===== src/rtl/pipeline_ctrl_if.sv =====
// pipeline_ctrl_if -- groups the hazard, cache-handshake and pipeline-control
// signals of pipeline_ctrl.
//   master : the pipeline/cache side (drives hazard info and cache responses)
//   slave  : pipeline_ctrl (drives request gates, delivered data, loads, flushes)
// Parameter CNT_W sets the width of each performance counter in perf_cnt.
interface pipeline_ctrl_if #(parameter int CNT_W = 32);
  // hazard inputs
  logic [4:0]         id_rs1;
  logic [4:0]         id_rs2;
  logic [1:0]         id_use;
  logic               idex_memread;
  logic [4:0]         idex_rd;
  logic               exmem_memread;
  logic [4:0]         exmem_rd;
  logic               br_redirect;
  // cache handshake
  logic               imem_resp;
  logic [31:0]        imem_rdata;
  logic               dmem_req;
  logic               dmem_resp;
  logic [31:0]        dmem_rdata;
  // controller outputs
  logic               imem_req_en;
  logic               dmem_req_en;
  logic [31:0]        if_instr;
  logic [31:0]        mem_rdata;
  logic [4:0]         stage_load;
  logic [1:0]         flush;
  logic [3*CNT_W-1:0] perf_cnt;

  modport master (
    output id_rs1, id_rs2, id_use, idex_memread, idex_rd, exmem_memread,
           exmem_rd, br_redirect, imem_resp, imem_rdata, dmem_req,
           dmem_resp, dmem_rdata,
    input  imem_req_en, dmem_req_en, if_instr, mem_rdata, stage_load,
           flush, perf_cnt
  );

  modport slave (
    input  id_rs1, id_rs2, id_use, idex_memread, idex_rd, exmem_memread,
           exmem_rd, br_redirect, imem_resp, imem_rdata, dmem_req,
           dmem_resp, dmem_rdata,
    output imem_req_en, dmem_req_en, if_instr, mem_rdata, stage_load,
           flush, perf_cnt
  );
endinterface


===== src/rtl/pipeline_ctrl.sv =====
// pipeline_ctrl -- 5-stage pipeline stall/flush controller.
// Detects load-use hazards, freezes the pipe while either cache is pending,
// and holds whichever cache response arrived first until the other one lands
// so both are delivered in the same advance cycle.
// Ports:
//   clk  : clock, rising edge
//   rst  : asynchronous active-low reset
//   bus  : pipeline_ctrl_if.slave (hazard inputs, cache handshake, stage
//          loads {pc,ifid,idex,exmem,memwb}, flushes {idex,ifid}, perf_cnt)
// Optional feature: define PIPELINE_CTRL_PERF_EN to build the saturating
// performance counters {flush_cnt, mem_cnt, lu_cnt}; otherwise perf_cnt is 0.
module pipeline_ctrl #(
  parameter int CNT_W = 32
) (
  input  logic             clk,
  input  logic             rst,
  pipeline_ctrl_if.slave   bus
);

  typedef enum logic [1:0] {RUN = 2'd0, I_HELD = 2'd1, D_HELD = 2'd2} state_t;

  state_t      state;
  logic [31:0] i_hold;
  logic [31:0] d_hold;

  logic rs1_hit_x, rs2_hit_x, rs1_hit_m, rs2_hit_m;
  logic lu, i_ok, d_ok, adv;

  // Loads forward only from MEM/WB, so a consumer must wait while the load
  // sits in either ID/EX or EX/MEM. x0 is never a real dependency.
  assign rs1_hit_x = bus.id_use[0] && (bus.id_rs1 == bus.idex_rd);
  assign rs2_hit_x = bus.id_use[1] && (bus.id_rs2 == bus.idex_rd);
  assign rs1_hit_m = bus.id_use[0] && (bus.id_rs1 == bus.exmem_rd);
  assign rs2_hit_m = bus.id_use[1] && (bus.id_rs2 == bus.exmem_rd);
  assign lu = (bus.idex_memread  && (bus.idex_rd  != 5'd0) && (rs1_hit_x || rs2_hit_x)) ||
              (bus.exmem_memread && (bus.exmem_rd != 5'd0) && (rs1_hit_m || rs2_hit_m));

  assign i_ok = bus.imem_resp;
  assign d_ok = !bus.dmem_req || bus.dmem_resp;

  // In a held state only the missing side is awaited.
  always_comb begin
    adv = 1'b0;
    unique case (state)
      RUN:     adv = i_ok && d_ok;
      I_HELD:  adv = bus.dmem_resp;
      D_HELD:  adv = bus.imem_resp;
      default: adv = 1'b0;
    endcase
  end

  assign bus.imem_req_en = (state != I_HELD);
  assign bus.dmem_req_en = bus.dmem_req && (state != D_HELD);
  assign bus.if_instr    = (state == I_HELD) ? i_hold : bus.imem_rdata;
  assign bus.mem_rdata   = (state == D_HELD) ? d_hold : bus.dmem_rdata;

  // Redirect and load-use are only acted on in advance cycles.
  always_comb begin
    bus.stage_load = 5'b00000;
    bus.flush      = 2'b00;
    if (adv) begin
      if (bus.br_redirect) begin
        bus.stage_load = 5'b11111;
        bus.flush      = 2'b11;
      end else if (lu) begin
        bus.stage_load = 5'b00111;
        bus.flush      = 2'b10;
      end else begin
        bus.stage_load = 5'b11111;
        bus.flush      = 2'b00;
      end
    end
  end

  always_ff @(posedge clk or negedge rst) begin
    if (!rst) begin
      state  <= RUN;
      i_hold <= '0;
      d_hold <= '0;
    end else begin
      unique case (state)
        RUN: begin
          if (i_ok && !d_ok) begin
            i_hold <= bus.imem_rdata;
            state  <= I_HELD;
          end else if (!i_ok && bus.dmem_req && bus.dmem_resp) begin
            d_hold <= bus.dmem_rdata;
            state  <= D_HELD;
          end
        end
        I_HELD:  if (bus.dmem_resp) state <= RUN;
        D_HELD:  if (bus.imem_resp) state <= RUN;
        default: state <= RUN;
      endcase
    end
  end

`ifdef PIPELINE_CTRL_PERF_EN
  logic [CNT_W-1:0] lu_cnt, mem_cnt, flush_cnt;

  always_ff @(posedge clk or negedge rst) begin
    if (!rst) begin
      lu_cnt    <= '0;
      mem_cnt   <= '0;
      flush_cnt <= '0;
    end else begin
      if (adv && lu && !bus.br_redirect && !(&lu_cnt)) lu_cnt    <= lu_cnt + CNT_W'(1);
      if (!adv && !(&mem_cnt))                         mem_cnt   <= mem_cnt + CNT_W'(1);
      if (adv && bus.br_redirect && !(&flush_cnt))     flush_cnt <= flush_cnt + CNT_W'(1);
    end
  end

  assign bus.perf_cnt = {flush_cnt, mem_cnt, lu_cnt};
`else
  assign bus.perf_cnt = '0;
`endif

endmodule


===== src/flat_wrapper.sv =====
// flat-port wrapper written by rule: the top's interface ports become plain ports
module pipeline_ctrl_flat 
#(
  parameter int CNT_W = 32
)
  (clk, rst, bus_id_rs1, bus_id_rs2, bus_id_use, bus_idex_memread, bus_idex_rd, bus_exmem_memread, bus_exmem_rd, bus_br_redirect, bus_imem_resp, bus_imem_rdata, bus_dmem_req, bus_dmem_resp, bus_dmem_rdata, bus_imem_req_en, bus_dmem_req_en, bus_if_instr, bus_mem_rdata, bus_stage_load, bus_flush, bus_perf_cnt);
  pipeline_ctrl_if #(.CNT_W(CNT_W)) bus_i ();
  input  logic clk;
  input  logic rst;
  input wire logic [$bits(bus_i.id_rs1)-1:0] bus_id_rs1;
  input wire logic [$bits(bus_i.id_rs2)-1:0] bus_id_rs2;
  input wire logic [$bits(bus_i.id_use)-1:0] bus_id_use;
  input wire logic [$bits(bus_i.idex_memread)-1:0] bus_idex_memread;
  input wire logic [$bits(bus_i.idex_rd)-1:0] bus_idex_rd;
  input wire logic [$bits(bus_i.exmem_memread)-1:0] bus_exmem_memread;
  input wire logic [$bits(bus_i.exmem_rd)-1:0] bus_exmem_rd;
  input wire logic [$bits(bus_i.br_redirect)-1:0] bus_br_redirect;
  input wire logic [$bits(bus_i.imem_resp)-1:0] bus_imem_resp;
  input wire logic [$bits(bus_i.imem_rdata)-1:0] bus_imem_rdata;
  input wire logic [$bits(bus_i.dmem_req)-1:0] bus_dmem_req;
  input wire logic [$bits(bus_i.dmem_resp)-1:0] bus_dmem_resp;
  input wire logic [$bits(bus_i.dmem_rdata)-1:0] bus_dmem_rdata;
  output wire logic [$bits(bus_i.imem_req_en)-1:0] bus_imem_req_en;
  output wire logic [$bits(bus_i.dmem_req_en)-1:0] bus_dmem_req_en;
  output wire logic [$bits(bus_i.if_instr)-1:0] bus_if_instr;
  output wire logic [$bits(bus_i.mem_rdata)-1:0] bus_mem_rdata;
  output wire logic [$bits(bus_i.stage_load)-1:0] bus_stage_load;
  output wire logic [$bits(bus_i.flush)-1:0] bus_flush;
  output wire logic [$bits(bus_i.perf_cnt)-1:0] bus_perf_cnt;
  assign bus_i.id_rs1 = bus_id_rs1;
  assign bus_i.id_rs2 = bus_id_rs2;
  assign bus_i.id_use = bus_id_use;
  assign bus_i.idex_memread = bus_idex_memread;
  assign bus_i.idex_rd = bus_idex_rd;
  assign bus_i.exmem_memread = bus_exmem_memread;
  assign bus_i.exmem_rd = bus_exmem_rd;
  assign bus_i.br_redirect = bus_br_redirect;
  assign bus_i.imem_resp = bus_imem_resp;
  assign bus_i.imem_rdata = bus_imem_rdata;
  assign bus_i.dmem_req = bus_dmem_req;
  assign bus_i.dmem_resp = bus_dmem_resp;
  assign bus_i.dmem_rdata = bus_dmem_rdata;
  assign bus_imem_req_en = bus_i.imem_req_en;
  assign bus_dmem_req_en = bus_i.dmem_req_en;
  assign bus_if_instr = bus_i.if_instr;
  assign bus_mem_rdata = bus_i.mem_rdata;
  assign bus_stage_load = bus_i.stage_load;
  assign bus_flush = bus_i.flush;
  assign bus_perf_cnt = bus_i.perf_cnt;
  pipeline_ctrl #(.CNT_W(CNT_W)) u_core (.clk(clk), .rst(rst), .bus(bus_i));
endmodule

===== config.mk =====
export PLATFORM = sky130hd
export DESIGN_NAME = pipeline_ctrl_flat
export DESIGN_NICKNAME = d
export VERILOG_FILES = /design/src/rtl/pipeline_ctrl_if.sv /design/src/rtl/pipeline_ctrl.sv /design/src/flat_wrapper.sv
export SDC_FILE = /design/constraint.sdc
export NUM_CORES = 1
export LEC_CHECK = 0
export ABC_AREA = 1
export CORE_ASPECT_RATIO = 1.25
export CORE_MARGIN = 5
export CORE_UTILIZATION = 35
export DETAILED_ROUTE_END_ITERATION = 12
export PLACE_DENSITY_LB_ADDON = 0.3
export SYNTH_ARGS = -nofsm -noshare
export SYNTH_HDL_FRONTEND = slang
export SYNTH_SLANG_ARGS = --single-unit

===== constraint.sdc =====
create_clock -name clk -period 3.3 [get_ports clk]
set_input_delay 0.33 -clock clk [delete_from_list [all_inputs] [get_ports clk]]
set_output_delay 0.33 -clock clk [all_outputs]
set_load 0.05 [all_outputs]

==> flow_metrics.tcl, run 1 <==
set metrics [dict create \
    synth.cell_area_um2 4420 \
    gp_congestion 0.810 \
    drt_iter0_drc 188 \
    dr.pass1.iters 5 \
    rsz0062_at_grt "no" \
    slowest_delay_ps 800 \
    io_buffers 166 \
    dieArea_um2 15000 \
    vias_per_cell 4.03 \
    max_freq_mhz 355 \
    tns_ps 0 \
    drc 0 \
    finalHoldViolations 0 \
    crit_fanout 62 \
    synth.largest_area_cell "dfrtp_1" \
    cts_buffers 9 \
    power_density_nw_per_um2 556 \
    fin_skew_ps 8.74 \
    critPathSlowestCell "clkdlybuf4s50_1" \
    cap_violations 0 \
    wl_per_cell_um 11.1 \
    grt_max_degree 66 \
    dr_total_vias 3907 \
    fp.dieW_um 111 \
    h-tree-depth 3 \
    io-pin-count 263 \
    cts_tree "built" \
    setup_violations 0 \
    hold_class "in -> async" \
    synth-seq-cells 66 \
    final_common_cell "nand2_1" \
    dp.final_hpwl_um 8290 \
    wirelength_um 10800 \
    outcome "completed" \
    drtAntennaViolNets 0 \
    clock_path_buffers 2 \
    final_cell_mix "192 x nand2_1, 165 x clkdlybuf4s50_1, 130 x o21ai_0" \
    grt_overflow 0 \
    layout-drive-gt1-share 0.0337 \
    worst_setup_path_start_kind "flop" \
    ys_warn_count 0 \
    postLayoutCoreUtil 0.492 \
    worst_pin_slew_ps 744 \
    path_common_cell "nand2_1" \
    clock_latency_ps 330 \
    syn2layout_area_growth_pct 39.5 \
    num-nets-final 891 \
    cts_resized 0 \
    synth_top_cell_area_share 0.374 \
    fin_crit_ps 2820 \
    max-slew-margin-rel 0.504 \
    clkTransAtPathRegs_ps 60 \
    worstPathCellList "inv_1 -> nor2_4 -> buf_12 -> nand2_1 -> nand2_1 -> nand2_1 -> nand2_1 -> clkdlybuf4s50_1" \
    core_um2 12500 \
    peakVddDrop_mv 0.280 \
    antenna_found_initial 0 \
    die_y_um 136 \
    grt_pass1_vias 3598 \
    syn_inst 644 \
    cts-root-buf "clkbuf_16" \
    synth_cell_types 16 \
    n_antenna_cell 0 \
    critical_path_class "reg -> out" \
    crit_path_end_kind "output pin" \
    num-fill-cells 1237 \
    total_leakage_power_uw 0.00311 \
    grt_pass1_wl_um 17300 \
    cp.required_ps 2970 \
    r2r_slack_ps 1340 \
    track_usage 0.140 \
    seq_area_frac_synth 0.374 \
    synth_area_leaders "dfrtp_1 37%, buf_4 17%, nand2_1 16%" \
    maxSlewViolCount 0 \
    worstPathArrival_ps 2490 \
    cts_num_sinks 66 \
    synth_area_per_cell_um2 6.86 \
    start_util 0.352 \
    fin_crit_sh 0.853 \
    placementRows 46 \
]
==> final timing paths <==
| kind | from | end | cells past startpoint |
|---|---|---|---|
| max | u_core.state[0] | bus_stage_load[4] | 8 |
| min | rst | u_core.d_hold[15] | 2 |
| max reg2reg | u_core.state[0] | u_core.i_hold[15] | 5 |
| min reg2reg | u_core.d_hold[3] | u_core.d_hold[3] | 2 |
| max in group asynchronous | rst | u_core.i_hold[27] | 3 |
| min in group clk | u_core.d_hold[3] | u_core.d_hold[3] | 2 |
==> where the power goes <==
group	leakage, µW	internal [µW]	switching, µW	total, µW
Sequential	0.000824	1000	102	1100
Clock	0.000158	676	349	1020
Combinational	0.00213	399	905	1300
Total	0.00311	2080	1360	3430
==> final cells by class <==
| class | instances | area, µm² | share of cell area |
|---|---|---|---|
| clock inverters | 5 | 78.8 | 0.0128 |
| multi-input cells | 456 | 1920 | 0.311 |
| well taps | 168 | 210 | 0.0341 |
| repair buffers | 174 | 1730 | 0.281 |
| clock buffers | 10 | 239 | 0.0387 |
| flip-flops and latches | 66 | 1650 | 0.268 |
| inverters | 90 | 338 | 0.0548 |
==> synth_stat cells <==
| cell | instances |
|---|---|
| dfrtp_1 | 66 |
| inv_1 | 90 |
| o21ai_0 | 130 |
| o31ai_1 | 1 |
| nand3_1 | 9 |
| clkbuf_2 | 4 |
| nand2_1 | 192 |
| nand4_1 | 1 |
| nor2_1 | 24 |
| conb_1 | 1 |
| clkbuf_1 | 6 |
| a21oi_1 | 2 |
| buf_2 | 15 |
| nor2_2 | 1 |
| buf_6 | 2 |
| buf_4 | 100 |
==> flip-flops by register name, summed over array words and instances (netlist names) <==
name,flops
u_core.i_hold,32
u_core.d_hold,32
u_core.state,2
==> per-stage QoR <==
step	worst slack (ps)	instance area, µm²	power (µW)	hold slack (ps)	cells
after floorplan	901	4780	2120	34.4	739
after global placement	610	5840	2410	146	953
after detailed placement	609	5840	2430	148	953
after CTS	419	6170	3480	327	969
after global routing	333	6170	3630	359	969
final	484	6170	3430	345	969
==> critical path: cells and delay by family (launching register included) <==
| family | cells | cell delay (ps) |
|---|---|---|
| buffers and inverters | 3 | 1150 |
| DFF | 1 | 420 |
| and+or+nand+nor | 5 | 580 |
==> cells by family (layout without fill, tap and decap cells) <==
group                  after synthesis  count (layout)  synth area share
DFF                                 66              66             0.374
and+or+nand+nor                    227             227             0.196
other                                1              96          0.000848
AOI/OAI and AO/OA                  133             133             0.151
buffers and inverters              217             279             0.278
==> metal layers <==
| layer | vias to the layer above | wire (µm) | GRT usage | part of all wire |
|---|---|---|---|---|
| met2 | 154 | 4970 | 0.219 | 0.46 |
| li1 | 2081 | - | - | - |
| met3 | 10 | 1130 | 0.0621 | 0.10 |
| met1 | 1662 | 4570 | 0.172 | 0.42 |
| met5 | - | 0 | 0 | 0 |
| met4 | 0 | 125 | 0.0472 | 0.012 |
==> timing repair <==
item,CTS,global route
endpoints found under the hold margin,3,0
endpoints found under the setup margin,0,0
buffers inserted,0,0
hold buffers,1,0
Note: power is estimated with default switching activity, not from simulation.
==> run 2: changes to the inputs <==
CORE_UTILIZATION = 41   (was 35)
PLACE_DENSITY_LB_ADDON = 0.1   (was 0.3)
==> flow_metrics.tcl, run 2 (synthesized netlist as in run 1, its figures left out) <==
set metrics [dict create \
    outcome "completed" \
    critPathSlowestCell "clkdlybuf4s50_1" \
    post_cts_buffers 0 \
    vias_per_cell 4.34 \
    drt_iter0_drc 212 \
    fin_hold_ws_ps 144 \
    layout-drive-gt1-share 0.0325 \
    clkTransAtPathRegs_ps 60 \
    wl_per_cell_um 12.4 \
    io_buffers 166 \
    postLayoutCoreUtil 0.578 \
    max_freq_mhz 346 \
    clock_path_buffers 2 \
    max-slew-margin-rel 0.379 \
    cp.required_ps 2970 \
    rsz0062_at_grt "no" \
    clock_latency_ps 330 \
    dr_wl_met3_um 1100 \
    dp.cells 915 \
    fp.dieW_um 103 \
    power_density_nw_per_um2 566 \
    wl_met1_um 4590 \
    wirelength_um 11600 \
    final_cell_mix "192 x nand2_1, 165 x clkdlybuf4s50_1, 130 x o21ai_0" \
    largestRegisters "u_core.d_hold x32, u_core.i_hold x32, u_core.state x2" \
    peakVddDrop_mv 0.371 \
    crit_path_end_kind "output pin" \
    cts_resized 0 \
    total_power_uw 3460 \
    worstPathArrival_ps 2560 \
    worst-path-buf-inv 3 \
    syn2layout_area_growth_pct 38.2 \
    drtAntennaViolNets 0 \
    cts_buffers 9 \
    dieArea_um2 13000 \
    final_common_cell "nand2_1" \
    reg2regPathDepth 5 \
    cp.depth 6 \
    hold_class "in -> async" \
    cts-root-buf "clkbuf_16" \
    cap_violations 0 \
    total_leakage_power_uw 0.00310 \
    track_usage 0.168 \
    finalHoldViolations 0 \
    worstSetupStartpoint "u_core.state[1]" \
    reg2reg_from "u_core.state[0]" \
    dr.pass1.iters 5 \
    worst_setup_path_start_kind "flop" \
    critPathTopFamily "buffers and inverters" \
    h-tree-depth 3 \
    grt_pass1_vias 3616 \
    dr_total_vias 4036 \
    grt_pass1_wl_um 17500 \
    n_antenna_cell 0 \
    grt_max_degree 66 \
    start_util 0.419 \
    setup_violations 0 \
    gp_congestion 0.917 \
    grt_overflow 0 \
    fin_crit_sh 0.875 \
    placementRows 42 \
    slowest_delay_ps 860 \
    core_um2 10600 \
    crit_fanout 41 \
    maxSlewViolCount 0 \
    holdBufCountCts 0 \
    worst_pin_slew_ps 932 \
    cts_num_sinks 66 \
    io-pin-count 263 \
    dr.max_layer_used "met4" \
    fin_skew_ps 5.36 \
    tns_ps 0 \
    fin_cells 931 \
    cts_tree "built" \
    die_y_um 126 \
    num-nets-final 888 \
    critical_path_class "reg -> out" \
    wl_met2_um 5760 \
    fin_crit_ps 2890 \
    dp.final_hpwl_um 8870 \
    worstPathCellList "inv_1 -> nor2_4 -> buf_12 -> nand2_1 -> o21ai_0 -> clkdlybuf4s50_1" \
    antenna_found_initial 0 \
    drc 0 \
]
==> run 2: layout make-up <==
class | count | area, µm²
Clock buffer | 10 | 239
Sequential cell | 66 | 1650
Tap cell | 132 | 165
Multi-Input combinational cell | 456 | 1920
Fill cell | 995 | 4450
Clock inverter | 6 | 90.1
Inverter | 90 | 338
Timing Repair Buffer | 171 | 1710
==> run 2: through the flow <==
step,area (µm²),worst slack [ps]
final,6110,411
after global routing,6110,200
after CTS,6110,381
after detailed placement,5780,604
after global placement,5780,634
after floorplan,4780,901
==> run 2: layer usage <==
metal  vias to the layer above  track usage
met2                       150        0.273
met4                         0       0.0511
met5                         -            0
met1                      1801        0.209
met3                        11       0.0581
li1                       2074            -
==> run 2: final timing paths <==
kind / endpoint / slack (ps)
max in group asynchronous: u_core.i_hold[6] / 2270
setup / recovery: bus_mem_rdata[1] / 410
hold reg to reg: u_core.i_hold[3] / 480
min in group clk: u_core.i_hold[3] / 480
setup reg to reg: u_core.d_hold[17] / 1320
hold / removal: u_core.d_hold[6] / 140
==> run 2: worst reg2reg max path: stages (launching register included) <==
cell	delay [ps]
dfrtp_1	430
nor2_1	230
nand3_2	590
buf_4	450
nand2_1	80
o21ai_0	80
==> run 2: where the power goes <==
group	switching [µW]	internal, µW	total, µW
clock network	363	683	1050
logic	915	396	1310
registers	99.9	1000	1100
total	1380	2080	3460
